$ cat src/rtl/mux_n_pipe_pkg.sv
// mux_n_pipe_pkg
//   Shared definitions for the N:1 registered selector family.
//   - DEF_WIDTH / DEF_NUM_IN : default data width and input count
//   - ST_*                   : occupancy encodings as {main valid, skid valid}
//   - sel_width()            : select-width helper (clog2, never below 1)
package mux_n_pipe_pkg;

  localparam int DEF_WIDTH  = 32;
  localparam int DEF_NUM_IN = 4;

  // Occupancy of the output stage, bit 1 = main valid, bit 0 = skid valid.
  localparam logic [1:0] ST_EMPTY = 2'b00;
  localparam logic [1:0] ST_ONE   = 2'b10;
  localparam logic [1:0] ST_FULL  = 2'b11;

  function automatic int sel_width(input int n);
    return (n > 1) ? $clog2(n) : 1;
  endfunction

endpackage

$ cat src/rtl/mux_n_comb.sv
// mux_n_comb
//   Purely combinational N:1 selector. Any select value beyond the last
//   input picks the last input ("last input is default").
//   Ports:
//     in_data  [NUM_IN*WIDTH] flattened inputs, input k at [k*WIDTH +: WIDTH]
//     sel      [SEL_W]        input index
//     out_data [WIDTH]        selected input, unmodified
module mux_n_comb
  import mux_n_pipe_pkg::*;
#(
  parameter int WIDTH  = DEF_WIDTH,
  parameter int NUM_IN = DEF_NUM_IN,
  parameter int SEL_W  = sel_width(NUM_IN)
) (
  input  logic [NUM_IN*WIDTH-1:0] in_data,
  input  logic [SEL_W-1:0]        sel,
  output logic [WIDTH-1:0]        out_data
);

  localparam logic [SEL_W-1:0] LAST_IDX = SEL_W'(NUM_IN - 1);

  logic [WIDTH-1:0] lanes_s [NUM_IN];
  logic [SEL_W-1:0] idx_s;

  genvar k;
  generate
    for (k = 0; k < NUM_IN; k++) begin : g_lane
      assign lanes_s[k] = in_data[k*WIDTH +: WIDTH];
    end
  endgenerate

  // Clamp out-of-range selects onto the last input.
  always_comb begin
    if (sel > LAST_IDX) begin
      idx_s = LAST_IDX;
    end else begin
      idx_s = sel;
    end
  end

  assign out_data = lanes_s[idx_s];

endmodule

$ cat src/rtl/mux_n_pipe.sv
// mux_n_pipe
//   N:1 data selector with a registered output and valid/ready handshake.
//   A one-entry skid buffer keeps full throughput under backpressure, so
//   in_ready is a pure register and never depends on out_ready.
//   Ports:
//     clk, reset            clock, synchronous active-high reset
//     in_data, sel          flattened inputs and index, taken on accept
//     in_valid / in_ready   upstream handshake (in_ready registered)
//     flush                 drops every held beat and the current input beat
//     out_data, out_sel     selected data and the sel it was chosen with
//     out_valid / out_ready downstream handshake
module mux_n_pipe
  import mux_n_pipe_pkg::*;
#(
  parameter int WIDTH  = DEF_WIDTH,
  parameter int NUM_IN = DEF_NUM_IN,
  parameter int SEL_W  = sel_width(NUM_IN)
) (
  input  logic                    clk,
  input  logic                    reset,
  input  logic [NUM_IN*WIDTH-1:0] in_data,
  input  logic [SEL_W-1:0]        sel,
  input  logic                    in_valid,
  output logic                    in_ready,
  input  logic                    flush,
  output logic [WIDTH-1:0]        out_data,
  output logic [SEL_W-1:0]        out_sel,
  output logic                    out_valid,
  input  logic                    out_ready
);

  logic [WIDTH-1:0] pick_data_s;

  logic             m_valid_r, s_valid_r, in_ready_r;
  logic [WIDTH-1:0] m_data_r, s_data_r;
  logic [SEL_W-1:0] m_sel_r, s_sel_r;

  logic             m_valid_s, s_valid_s;
  logic [WIDTH-1:0] m_data_s, s_data_s;
  logic [SEL_W-1:0] m_sel_s, s_sel_s;

  logic             accept_s, pop_s;

  mux_n_comb #(
    .WIDTH  (WIDTH),
    .NUM_IN (NUM_IN),
    .SEL_W  (SEL_W)
  ) u_sel (
    .in_data  (in_data),
    .sel      (sel),
    .out_data (pick_data_s)
  );

  assign accept_s = in_valid && in_ready_r;
  assign pop_s    = m_valid_r && out_ready;

  // Next occupancy and data for the main/skid pair.
  always_comb begin
    m_valid_s = m_valid_r;
    s_valid_s = s_valid_r;
    m_data_s  = m_data_r;
    m_sel_s   = m_sel_r;
    s_data_s  = s_data_r;
    s_sel_s   = s_sel_r;
    if (flush) begin
      // Data registers keep stale contents; only the valid bits clear.
      m_valid_s = 1'b0;
      s_valid_s = 1'b0;
    end else begin
      case ({m_valid_r, s_valid_r})
        ST_EMPTY: begin
          if (accept_s) begin
            m_valid_s = 1'b1;
            m_data_s  = pick_data_s;
            m_sel_s   = sel;
          end else begin
            m_valid_s = 1'b0;
          end
        end
        ST_ONE: begin
          if (accept_s && pop_s) begin
            m_data_s = pick_data_s;
            m_sel_s  = sel;
          end else if (accept_s) begin
            // Main is stalled: park the new beat in the skid slot.
            s_valid_s = 1'b1;
            s_data_s  = pick_data_s;
            s_sel_s   = sel;
          end else if (pop_s) begin
            m_valid_s = 1'b0;
          end else begin
            m_valid_s = 1'b1;
          end
        end
        ST_FULL: begin
          // in_ready is low here, so only a pop can happen.
          if (pop_s) begin
            m_data_s  = s_data_r;
            m_sel_s   = s_sel_r;
            s_valid_s = 1'b0;
          end else begin
            s_valid_s = 1'b1;
          end
        end
        default: begin
          // Skid valid without main valid cannot occur; recover to empty.
          m_valid_s = 1'b0;
          s_valid_s = 1'b0;
        end
      endcase
    end
  end

  // State registers; in_ready is precomputed as "skid will be free".
  always_ff @(posedge clk) begin
    if (reset) begin
      m_valid_r  <= 1'b0;
      s_valid_r  <= 1'b0;
      m_data_r   <= '0;
      m_sel_r    <= '0;
      s_data_r   <= '0;
      s_sel_r    <= '0;
      in_ready_r <= 1'b1;
    end else begin
      m_valid_r  <= m_valid_s;
      s_valid_r  <= s_valid_s;
      m_data_r   <= m_data_s;
      m_sel_r    <= m_sel_s;
      s_data_r   <= s_data_s;
      s_sel_r    <= s_sel_s;
      in_ready_r <= !s_valid_s;
    end
  end

  assign in_ready  = in_ready_r;
  assign out_valid = m_valid_r;
  assign out_data  = m_data_r;
  assign out_sel   = m_sel_r;

endmodule

$ cat config.mk
export PLATFORM = sky130hd
export DESIGN_NAME = mux_n_pipe
export DESIGN_NICKNAME = d
export VERILOG_FILES = /design/src/rtl/mux_n_pipe_pkg.sv /design/src/rtl/mux_n_comb.sv /design/src/rtl/mux_n_pipe.sv
export SDC_FILE = /design/constraint.sdc
export NUM_CORES = 1
export LEC_CHECK = 0
export BUFFER_PORTS_ARGS = -buffer_cell sky130_fd_sc_hd__buf_2
export CELL_PAD_IN_SITES_DETAIL_PLACEMENT = 0
export CELL_PAD_IN_SITES_GLOBAL_PLACEMENT = 1
export CORE_MARGIN = 8
export CORE_UTILIZATION = 33
export DETAILED_ROUTE_END_ITERATION = 8
export GPL_TIMING_DRIVEN = 0
export HOLD_SLACK_MARGIN = 0.06
export PLACE_DENSITY_LB_ADDON = 0.1
export SYNTH_ARGS = -nofsm -noshare
export SYNTH_HDL_FRONTEND = slang
export SYNTH_SLANG_ARGS = --single-unit
$ cat constraint.sdc
create_clock -name clk -period 1.34 [get_ports clk]
set_input_delay 0.134 -clock clk [delete_from_list [all_inputs] [get_ports clk]]
set_output_delay 0.134 -clock clk [all_outputs]
set_load 0.05 [all_outputs]
## After elaboration in Yosys (flattened, before gate mapping)

Cells that the tools add are included.

- Output and inout bits: 36
- Register bits after elaboration: 71
- Bits in read-only memories: 0
- Memories: 0
- Latch bits: 0
- RAM bits: 0
- Input port bits: 135
- Logic and storage cells: 51

- Bitwise gates (word level): 4
- Equal/unequal tests: 7
- Divide/modulo/power cells: 0
- Add/sub/neg operators: 0
- Magnitude comparators: 2
- Reductions and logical operators: 10
- Shift-type cells: 0
- $mul: 0
- Mux-type cells: 21

Operator list:

| cell | number |
|---|---|
| $mux W32 | 5 |
| $pmux W32 S3 | 1 |
| $bmux W32 S2 | 1 |
| $ne A2 B2 Y1 const B | 5 |
| $mux W2 | 4 |
| $mux W1 | 7 |
| $pmux W1 S3 | 2 |
| $pmux W2 S3 | 1 |
| $reduce_and A5 Y1 | 1 |
| $eq A2 B2 Y1 const B | 2 |
| $reduce_and A4 Y1 | 1 |
| $ge A3 B3 Y1 const B | 1 |
| $logic_and A1 B1 Y1 | 3 |
| $not A1 Y1 | 3 |
| $not A2 Y3 | 1 |
| $reduce_and A3 Y1 | 1 |
| $reduce_bool A3 Y1 | 1 |
| $gt A2 B2 Y1 const B | 1 |
| $logic_not A2 Y1 | 1 |
| $reduce_or A2 Y1 | 1 |
| $logic_not A1 Y1 | 1 |

## Depth between registers and ports, before layout

- Depth after elaboration: 8
- Depth in mapped cells: 7
- Depth with buffers taken out: 3

## Cells and area by module

A second synthesis with hierarchy kept.

- Cells, all modules: 412
- Area total of the unflattened synthesis: 4187.8 sq um

By module, submodules not included:

| module | seq. area each (sq um) | times used | area each (sq um) | cells an instance |
|---|---|---|---|---|
| mux_n_pipe | 1421.4 | 1 | 3373.2 | 373 |
| mux_n_comb | 0.0 | 1 | 814.5 | 39 |

## Worst setup path before layout

No wires, ideal clock.

- Path type: register to register
- Start: register m_valid_r (netlist: out_valid)
- End: register m_data_r[10] (netlist: out_data[10])
- Setup slack: -388 ps
- Library setup time: 89 ps
- Path buffers: 2
- Cell stages (with the launch flop): 6
- Arrival time: 1639 ps
- Required time: 1251 ps
- Period minus slack after synthesis: 1728 ps
- Cells stage by stage: dfxtp_1 > and2_1 > buf_4 > clkbuf_1 > nand2_1 > a311oi_2

- Word-level cells in the longest chain between the ends: 4
- Elaborated cells between the ends (all ways): 11
- Those cells by class: 5 x eq/ne; 1 x mux; 5 x reduce/logical

Ends and longest elaborated chain:

| item | line | text |
|---|---|---|
| from (decl) | mux_n_pipe.sv:34 | `logic m_valid_r, s_valid_r, in_ready_r;` |
| from (signal assigned) | mux_n_pipe.sv:125 | `m_valid_r <= m_valid_s;` |
| $logic_and A1 B1 Y1 | mux_n_pipe.sv:55 | `assign pop_s = m_valid_r && out_ready;` |
| $logic_and A1 B1 Y1 | mux_n_pipe.sv:81 | `if (accept_s && pop_s) begin` |
| $ne A2 B2 Y1 (no source line) | -- |  |
| $reduce_and A5 Y1 (no source line) | -- |  |
| to (signal assigned) | mux_n_pipe.sv:127 | `m_data_r <= m_data_s;` |
| to (decl) | mux_n_pipe.sv:35 | `logic [WIDTH-1:0] m_data_r, s_data_r;` |

Parallel ways exist; a longest one is shown, timed or not.
A chain may end at the register's enable or synchronous reset.

## Worst setup path after layout

- Start: register s_valid_r
- End: register m_data_r[10] (netlist: out_data[10])

- Word-level cells in the longest chain between the ends: 3
- Elaborated cells between the ends (all ways): 9
- Those cells by class: 5 x eq/ne; 1 x mux; 3 x reduce/logical

Ends and longest elaborated chain:

| item | line | text |
|---|---|---|
| from (decl) | mux_n_pipe.sv:34 |  |
| from (signal assigned) | mux_n_pipe.sv:126 | `s_valid_r <= s_valid_s;` |
| $eq A2 B2 Y1 / $logic_not A2 Y1 (equally long branches) | mux_n_pipe.sv:70 | `case ({m_valid_r, s_valid_r})` |
| $ne A2 B2 Y1 (no source line) / $reduce_bool A3 Y1 (equally long branches) | -- |  |
| $reduce_and A5 Y1 (no source line) | -- |  |

Parallel ways exist; a longest one is shown, timed or not.

==> results.rst <==
.. list-table::
   :header-rows: 1

   * - Metric
     - Value
   * - Library cells used by synthesis
     - 30
   * - Met2 layer wire length in the routed design
     - 8050 um
   * - Row count
     - 42
   * - Violations in the final reports
     - setup timing
   * - Clock Sink Count
     - 71
   * - Die Y-Extent
     - between 100 and 150 um
   * - Average cell area after synthesis
     - 9.88 um2
   * - Endpoint type of the worst setup path
     - register
   * - Root buffer selected by CTS
     - clkbuf_16
   * - Met1 routed wirelength after detailed routing
     - 7970 um
   * - CP Cell Sequence
     - a21o_1 > buf_6 > and4_4 > buf_12 > a311oi_2
   * - Reported net switching power
     - 1.87 mW
   * - Tmin final
     - 1.46 ns
   * - Final wirelength
     - 17,200 um
   * - Final setup slack of the worst path
     - -0.122 ns
   * - Count of antenna diodes in the layout
     - 0
   * - Total track usage
     - 19.2%
   * - Pleak
     - 2.59 nW
   * - Total power
     - 6.09 mW
   * - Post-route clock period utilization
     - 109%
   * - Switching Fraction
     - 30.7%
   * - Average wire length per cell after detail routing
     - 20.9 um
   * - Total gr overflow
     - 0
   * - Count of final setup violators
     - 64
   * - Hold crit path type
     - in -> reg
   * - Number of buffers added by the clock tree synthesis step
     - 9
   * - TritonRoute pass-1 iters
     - 5
   * - Yosys reg bits
     - 71
   * - Via density per instance
     - 5.42
   * - Synthesis Warnings
     - 0
   * - Area growth syn-to-layout
     - 45.7%
   * - Worst-case clock skew
     - 0.00401 ns
   * - Worst-Margin Slew
     - 0.797 ns
   * - Pin count of the biggest net entering global routing
     - 12
   * - Required @ worst endpoint
     - between 1.5 and 2 ns
   * - Antenna violations before repair
     - 0
   * - Fraction of power consumed by the clock network
     - around 37%
   * - Total number of H-tree levels
     - 3
   * - Post-DP HPWL
     - 12,400 um
   * - Count of flip-flops with a built-in enable after synthesis
     - 0
   * - Gate power share
     - 26.0%
   * - Worst Path Class, Setup
     - reg -> reg
   * - Syn Inst Count
     - 445
   * - Part of the power in registers
     - 36.9%
   * - Floorplan die area
     - 0.0173 mm2
   * - First-pass GRT wire length
     - 26,600 um
   * - Clock-pin slew of the registers on the worst-case setup and hold paths
     - 0.06 ns
   * - Most common flop cell mapped by yosys
     - dfxtp_1
   * - CTS tree
     - done
   * - Layout cell share with drive strength beyond 1
     - 58.6%
   * - Run status
     - finished with violations
   * - Maximum net fanout on the critical path
     - 7
   * - Filler cells
     - ~1,300
   * - Via count of the first global-routing pass
     - 4,743
   * - Design internal power
     - 4.22 mW
   * - Die boundary width
     - 131 um
   * - Number of hold violations in the final report
     - 0
   * - Max cap viols
     - 0
   * - Asr flop ratio synth
     - 0%
   * - Initial core utilization
     - 33.5%
   * - Worst setup SP type
     - register
   * - Minimum setup slack after placement
     - -0.411 ns
   * - Initial detailed-routing violation count
     - 282
   * - I/O Buffers
     - 168
   * - Crit-path slowest cell
     - dfxtp_4
   * - Layout Cell Area excl Fill
     - 0.00641 mm2
   * - Met3 wire len
     - 948 um
   * - Stage delay of the slowest cell on the critical path
     - 0.37 ns
   * - Worst slew margin
     - a little under half
   * - Final-stage net count
     - 775
   * - I/O pin count
     - 171
   * - Net count after synthesis
     - 580
   * - Post-layout instance count excluding filler cells
     - 821
   * - Peak supply drop
     - 0.000585 V
   * - Detail Route Antenna Nets
     - 0
   * - Post-detailed-placement cell area
     - 0.00550 mm2
   * - Number of placed instances, taps included
     - 789
   * - Top routing layer used
     - met4
   * - RSZ-0062 raised after global routing
     - yes
   * - Clock latency on the worst-skew pair
     - 0.33 ns
   * - Max Fclk
     - 684 MHz
   * - DRC
     - 0
   * - Area of the mapped netlist
     - roughly 0.0044 mm2
   * - Worst Hold Slack
     - 0.141 ns
   * - Max Transition Viols Final
     - 0
   * - Total power per unit cell area
     - 950 mW/mm2
   * - Part of the Yosys area used for sequential elements
     - roughly 32%
   * - Worst EP arrival
     - 1.71 ns
   * - Clock Path Buffers
     - 2
   * - GP Congestion
     - just under 0.8
   * - Core Area
     - 0.0131 mm2
   * - Vias after detailed routing
     - around 4,400
==> synth_stat cells (all sizes together), types with 2 or more instances <==
cell    count  area share (%)
mux2       64              16
a21oi       4            0.46
clkbuf     19             1.6
nand2b      3            0.43
o41ai       2            0.40
nand2      65             5.5
o22ai      32             4.6
a41oi      34             6.8
a22oi      32             5.5
a311oi     32              10
nand3       3            0.34
clkinv      2            0.17
buf        36             5.2
mux2i      33             7.5
and2        2            0.28
dfxtp      71              32
a211oi      2            0.57
==> worst max-delay path, delay by kind of cell (launching register included) <==
family | cells | cell delay [ns]
compound gates | 2 | 0.43
simple gates | 1 | 0.27
flops | 1 | 0.37
buf+inv | 2 | 0.31
==> area by class of cell <==
cell class,count,area [um2],share of cell area [%]
inverter,3,11.3,0.176
sequential,71,1430,22.4
timing repair buffer,186,1070,16.7
clock inverter,3,17.5,0.273
clock buffer,13,260,4.06
multi-input combinational,316,2920,45.6
buffer,53,474,7.40
tap,176,220,3.44
==> kinds of logic (layout without fill, tap and decap cells) <==
kind of cell / count (synthesis) / after routing / synth area share (%)
AOI/OAI and AO/OA: 141 / 141 / 29.2
muxes: 97 / 97 / 23.9
and+or+nand+nor: 78 / 78 / 7.54
DFF: 71 / 71 / 32.3
buffers and inverters: 58 / 258 / 7.06
==> layout by cell type, fill, tap and decap left out, types with 12 or more instances in the layout <==
master	netlist	layout
buf_2	23	176
dfxtp_1	71	68
nand2_1	65	65
mux2_2	64	64
mux2i_1	33	33
a41oi_1	34	33
a22oi_1	32	32
o22ai_2	0	29
a311oi_2	28	29
buf_4	5	20
clkbuf_16	0	13
clkbuf_1	19	12
==> routing by layer <==
metal	track usage [%]	vias to the layer above
li1	-	2139
met3	4.46	12
met1	24.7	2156
met5	0	-
met4	4.91	0
met2	31.5	141
==> through the flow <==
| step | TNS [ns] | util [%] |
|---|---|---|
| CTS | -6.43 | 46.5 |
| finish | -3.69 | 48.8 |
| global route | -6.23 | 48.8 |
| floorplan | -1.64 | - |
| detailed placement | -23.33 | 41.8 |
| global placement | -22.12 | 41.8 |
==> path summary, 6_finish.rpt <==
path / slack, ns / to / cells past startpoint / startpoint
hold reg to reg: 0.46 / s_sel_r[1] / 2 / s_sel_r[1]
setup reg to reg: -0.12 / out_data[10] / 5 / s_valid_r
setup / recovery: -0.12 / out_data[10] / 5 / s_valid_r
hold / removal: 0.14 / in_ready / 3 / out_ready
==> registers in the layout, summed over array words and instances, names as in the netlist <==
signal,flops
in_ready,1
s_sel_r,2
s_data_r,32
out_sel,2
s_valid_r,1
out_data,32
out_valid,1
==> power by group through the flow <==
stage	registers, mW	logic [mW]	clock network (mW)
2_1_floorplan	2.54	0.738	0
3_3_place_gp	2.29	1.45	0
3_5_place_dp	2.29	1.47	0
4_1_cts	2.25	1.54	2.28
5_1_grt	2.25	1.69	2.38
6_report	2.25	1.59	2.26
==> what timing repair did <==
| action | CTS | global route |
|---|---|---|
| hold buffers | 1 | 0 |
| endpoints found under the setup margin | 67 | 68 |
| cloned | 2 | 3 |
| gates resized for setup | 56 | 41 |
| buffers inserted | 9 | 3 |
| endpoints found under the hold margin | 1 | 0 |
| pin swaps | 1 | 2 |
No activity file was read; power rests on OpenSTA's default activity.
